$ cat config.mk
export PLATFORM = sky130hd
export DESIGN_NAME = leaf_nn_search
export DESIGN_NICKNAME = d
export VERILOG_FILES = /design/src/rtl/leaf_nn_search.sv
export SDC_FILE = /design/constraint.sdc
export NUM_CORES = 2
export LEC_CHECK = 0
export BUFFER_PORTS_ARGS = -buffer_cell sky130_fd_sc_hd__buf_4
export CORE_AREA = 4 4 241 243
export CTS_BUF_LIST = sky130_fd_sc_hd__clkbuf_16
export CTS_CLUSTER_SIZE = 8
export DETAILED_ROUTE_END_ITERATION = 16
export DIE_AREA = 0 0 245 247
export PLACE_DENSITY = 0.78
export SLEW_MARGIN = 0
export SYNTH_ARGS = -nofsm -noshare
export SYNTH_HDL_FRONTEND = slang
export SYNTH_SLANG_ARGS = --single-unit
$ cat constraint.sdc
create_clock -name clk -period 13.8 [get_ports clk]
set_input_delay 1.38 -clock clk [delete_from_list [all_inputs] [get_ports clk]]
set_output_delay 1.38 -clock clk [all_outputs]
set_load 0.01 [all_outputs]
$ cat src/rtl/leaf_nn_search.sv
// Leaf nearest-neighbour search: streams the LEAF_SIZE candidates of one leaf
// through a two-stage distance/compare pipeline and offers the nearest one as a result.
module leaf_nn_search #(
  parameter int DATA_WIDTH    = 11,
  parameter int DIM           = 5,
  parameter int PATCH_WIDTH   = DATA_WIDTH * DIM,
  parameter int ADDRESS_WIDTH = 8,
  parameter int LEAF_SIZE     = 8,
  parameter int IDX_WIDTH     = 3,
  parameter int DIST_WIDTH    = 25
) (
  input  logic                           clk,
  input  logic                           rst_n,
  input  logic                           leaf_en,
  input  logic [ADDRESS_WIDTH-1:0]       leaf_index,
  input  logic [PATCH_WIDTH-1:0]         query_patch,
  output logic                           busy,
  output logic                           mem_ren,
  output logic [ADDRESS_WIDTH+IDX_WIDTH-1:0] mem_addr,
  input  logic [PATCH_WIDTH-1:0]         mem_rdata,
  output logic                           result_valid,
  input  logic                           result_ready,
  output logic [DIST_WIDTH-1:0]          best_dist,
  output logic [ADDRESS_WIDTH+IDX_WIDTH-1:0] best_addr,
  output logic [1:0]                     dbg_state
);

  // Result handshake: result_valid stays high with stable best_dist/best_addr
  // until an edge sees result_ready=1; that edge completes the transfer.
  typedef enum logic [1:0] {IDLE, FETCH, DRAIN, RESULT} state_t;

  localparam int SQ_WIDTH = 2 * DATA_WIDTH;

  state_t                            state_q;
  logic [ADDRESS_WIDTH-1:0]          leaf_q;
  logic [PATCH_WIDTH-1:0]            query_q;
  logic [IDX_WIDTH-1:0]              j_q;
  logic                              mem_ren_q;
  logic [ADDRESS_WIDTH+IDX_WIDTH-1:0] mem_addr_q;
  logic                              rd_valid_q;
  logic [IDX_WIDTH-1:0]              rd_idx_q;
  logic                              a_valid_q;
  logic [IDX_WIDTH-1:0]              a_idx_q;
  logic [DIST_WIDTH-1:0]             a_dist_q;
  logic [DIST_WIDTH-1:0]             best_dist_q;
  logic [ADDRESS_WIDTH+IDX_WIDTH-1:0] best_addr_q;
  logic                              result_valid_q;
  logic [DIST_WIDTH-1:0]             dist_d;
  logic [SQ_WIDTH-1:0]               sq [DIM];

  // The squared difference is non-negative and below 2^SQ_WIDTH, so the low
  // SQ_WIDTH bits of a SQ_WIDTH-wide product are exact.
  for (genvar g = 0; g < DIM; g++) begin : g_comp
    logic [DATA_WIDTH-1:0] q_c;
    logic [DATA_WIDTH-1:0] m_c;
    logic [DATA_WIDTH:0]   diff;
    logic [SQ_WIDTH-1:0]   diff_ext;
    assign q_c      = query_q[DATA_WIDTH*g +: DATA_WIDTH];
    assign m_c      = mem_rdata[DATA_WIDTH*g +: DATA_WIDTH];
    assign diff     = {q_c[DATA_WIDTH-1], q_c} - {m_c[DATA_WIDTH-1], m_c};
    assign diff_ext = {{(SQ_WIDTH-DATA_WIDTH-1){diff[DATA_WIDTH]}}, diff};
    assign sq[g]    = diff_ext * diff_ext;
  end

  always_comb begin
    dist_d = '0;
    for (int i = 0; i < DIM; i++) begin
      dist_d = dist_d + DIST_WIDTH'(sq[i]);
    end
  end

  always_ff @(posedge clk) begin
    if (!rst_n) begin
      state_q        <= IDLE;
      leaf_q         <= '0;
      query_q        <= '0;
      j_q            <= '0;
      mem_ren_q      <= 1'b0;
      mem_addr_q     <= '0;
      rd_valid_q     <= 1'b0;
      rd_idx_q       <= '0;
      a_valid_q      <= 1'b0;
      a_idx_q        <= '0;
      a_dist_q       <= '0;
      best_dist_q    <= '0;
      best_addr_q    <= '0;
      result_valid_q <= 1'b0;
    end else begin
      // Read data returns one cycle after issue; stage A registers its distance.
      rd_valid_q <= mem_ren_q;
      rd_idx_q   <= j_q;
      a_valid_q  <= rd_valid_q;
      a_idx_q    <= rd_idx_q;
      a_dist_q   <= dist_d;

      // Stage B: strict less-than keeps the lowest index on ties.
      if (a_valid_q && ((a_idx_q == '0) || (a_dist_q < best_dist_q))) begin
        best_dist_q <= a_dist_q;
        best_addr_q <= {leaf_q, a_idx_q};
      end

      case (state_q)
        IDLE: begin
          if (leaf_en) begin
            leaf_q     <= leaf_index;
            query_q    <= query_patch;
            j_q        <= '0;
            mem_ren_q  <= 1'b1;
            mem_addr_q <= {leaf_index, {IDX_WIDTH{1'b0}}};
            state_q    <= FETCH;
          end
        end
        FETCH: begin
          if (j_q == IDX_WIDTH'(LEAF_SIZE - 1)) begin
            mem_ren_q <= 1'b0;
            state_q   <= DRAIN;
          end else begin
            j_q        <= j_q + IDX_WIDTH'(1);
            mem_addr_q <= {leaf_q, j_q + IDX_WIDTH'(1)};
          end
        end
        DRAIN: begin
          if (a_valid_q && (a_idx_q == IDX_WIDTH'(LEAF_SIZE - 1))) begin
            result_valid_q <= 1'b1;
            state_q        <= RESULT;
          end
        end
        RESULT: begin
          if (result_ready) begin
            result_valid_q <= 1'b0;
            state_q        <= IDLE;
          end
        end
        default: state_q <= IDLE;
      endcase
    end
  end

  assign busy         = (state_q != IDLE);
  assign mem_ren      = mem_ren_q;
  assign mem_addr     = mem_addr_q;
  assign result_valid = result_valid_q;
  assign best_dist    = best_dist_q;
  assign best_addr    = best_addr_q;
  assign dbg_state    = state_q;

endmodule

==> impl_metrics.ini <==
[status]
status = finished, final reports clean

[finish]
syn_to_final_growth_pct = 7.99
fill_cells = 4705
nets = 5033
drive_gt1_frac = 0.0697
diodes = 0

[critical_path]
critical_path_class = input port to flip-flop
setup.worst_path.start = mem_rdata[45]
crit_arrival_ns = 11.43
cp.required_ns = 14.19
reg2reg_from = query_q[44]
max_stage_delay_ns = 0.78
cp_slowest_cell = a21oi_1
r2r_cells = 43
cp_max_fo = 12
critPathCapture = a_dist_q[23]
r2r_setup_slack_ns = 3.45
critPathCaptureType = flip-flop
path_common_cell = fa_1
crit_path_start_kind = input port
reg2reg_to = a_dist_q[23]

[sta]
max_freq_mhz = 90.6
fin_crit_sh = 0.800
setup_tns_ns = 0
layout_min_cycle_time_ns = 11.04
fin_worst_skew_ns = 0.0201
hold_violations = 0
slew_viol_final = 0
relSlewSlack = 0.309
worst_pin_slew_ns = 1.02
setup_viol = 0
rsz0062_at_grt = no

[floorplan]
dieArea_um2 = 60500
die_h_um = 247
die_w_um = 245
rows = 87
pin_count = 174
core_um2 = 56000
initial_core_util = 0.593

[grt]
grt_pass1_wl_um = 126000
grt_pass1_vias = 25800
antenna_found_initial = 0
grt-ovfl-total = 0
grt_max_degree = 111
grt_usage = 0.256

[drt]
via_per_inst = 5.23
drtIter0Drc = 1404
dr.pass1.iters = 5
wire_per_inst_um = 15.7
drcViolationCount = 0
ant_nets = 0
wl_um = 73600
vias = 24500

[clock_tree]
htree_levels = 4
cts_inserted_buffers = 17
clk_latency_ns = 0.50
cts.hold.buffers_added = 0
cts_tree = done
path_clk_slew_ns = 0.08
cts_num_sinks = 147
cts_resized = 0
cts-root-buf = clkbuf_16
clock_path_buffers = 2
cts_setup_buffers = 0

[yosys]
synth_seq_area_share = 0.0887
synth_edf_count = 0
syn-num-nets = 4891
netlist_instances = 3777
yosysTopAreaCell = fa_1
synth-async-reset-ratio = 0
ys_types = 85
netlist_top_cells_area = fa_1 38%, ha_1 14%, inv_1 11%
synth_area_um2 = 33200
synth_flop_cell = dfxtp_1
synth_top_area_frac = 0.380
yosysWarnings = 0
syn_avg_cell_area_um2 = 8.78
synth-seq-cells = 147

[place]
gp_congestion = 0.932
dp_hpwl_um = 63400
io_buffer_count = 173

[flow_run]
cap_viol_max_count = 0

[worst_hold_path]
min-delay-path-class = flip-flop to flip-flop
==> cells in the mapped netlist (13+ instances only) <==
library cell	n
o21a_1	27
xnor2_1	126
dfxtp_1	147
clkbuf_1	52
xor2_1	59
ha_1	362
nor2_1	273
and2_1	45
a21oi_1	101
clkinv_1	19
fa_1	630
o211ai_1	13
o21bai_1	14
nand2b_1	28
a21o_1	41
nor3_1	27
a21boi_0	68
inv_1	964
nand3_1	13
nor2b_1	34
nand2_1	437
mux2i_1	49
o21ai_0	71
==> per-layer routing <==
metal / track usage / share of wire / vias up
met4: 0.0636 / 0.020 / 0
met2: 0.437 / 0.49 / 723
li1: - / - / 11700
met1: 0.346 / 0.43 / 12000
met3: 0.0419 / 0.059 / 100
met5: 0 / 0 / -
==> area by class of cell <==
cell class	instances	area, µm²	share of cell area
clock buffers	17	425	0.0119
clock inverters	14	146	0.00409
inverters	993	3730	0.104
multi-input cells	2571	26200	0.732
flip-flops and latches	147	2940	0.0822
well taps	756	946	0.0264
repair buffers	189	1420	0.0396
==> cell usage in the layout, fill, tap and decap left out, types with 5 or more instances in the layout <==
cell,Yosys,final
clkbuf_16,0,17
a21oi_1,101,101
a31oi_1,10,10
xnor2_1,126,126
o211ai_1,13,13
dfxtp_1,147,147
a211o_1,8,8
nand4_1,7,7
xor2_1,59,59
fa_1,630,630
a21boi_0,68,68
nor2_1,273,273
o21a_1,27,26
o21ai_0,71,71
o31ai_1,5,5
o211a_1,9,9
ha_1,362,362
nor2b_1,34,34
a21o_1,41,41
clkinv_1,19,19
nand3b_1,5,5
o21ai_1,10,10
and3_1,8,8
o21bai_1,14,14
or2_2,5,5
buf_4,1,189
mux2_2,5,5
inv_2,9,9
mux2i_1,49,49
nor3_1,27,27
nand3_1,13,13
nand2b_1,28,28
and2_1,45,44
a211oi_1,10,10
inv_1,964,964
nand2_1,437,436
==> state kept, by name, summed over array words and instances (netlist names), 2 cells and up <==
name,flops
dbg_state,2
j_q,2
best_addr,11
leaf_q,8
rd_idx_q,3
a_dist_q,25
mem_addr,9
query_q,55
best_dist,25
a_idx_q,3
==> logic make-up (layout without fill, tap and decap cells) <==
logic type,after synthesis,after routing,share of synthesized area
compound gates,425,425,0.0877
xor+xnor,187,187,0.0500
fa+ha+maj,992,992,0.517
buf+inv,1059,1213,0.121
flops,147,147,0.0887
mux,55,55,0.0169
simple gates,912,912,0.119
==> worst min path at each step <==
stage,cells past startpoint,from,endpoint
floorplan,1,rd_idx_q[0],a_idx_q[0]
detailed placement,1,rd_idx_q[2],a_idx_q[2]
finish,1,rd_idx_q[1],a_idx_q[1]
CTS,1,rd_idx_q[1],a_idx_q[1]
global route,1,rd_idx_q[1],a_idx_q[1]
global placement,1,rd_idx_q[2],a_idx_q[2]
==> stage by stage <==
step | instances | area (µm²) | worst slack (ns) | util | hold WS (ns)
global placement | 4656 | 35200 | 2.49 | 0.630 | 0.416
CTS | 4687 | 35800 | 2.85 | 0.640 | 0.438
floorplan | 3777 | 33200 | 3.19 | - | 0.412
finish | 4687 | 35800 | 2.76 | 0.640 | 0.436
detailed placement | 4656 | 35200 | 2.35 | 0.630 | 0.423
global route | 4687 | 35800 | 1.88 | 0.640 | 0.454
==> critical path, delay by kind of cell <==
kind	cells	cell delay (ns)
muxes	1	0.11
AOI/OAI and AO/OA	10	2.70
adders and majority gates	11	4.64
xor gates and xnor gates	3	0.48
and+or+nand+nor	6	0.98
buffers and inverters	7	1.13
Power is left out: the tool's default activity adds up to more than one toggle a clock period on the data nets, which glitch-free logic cannot reach.
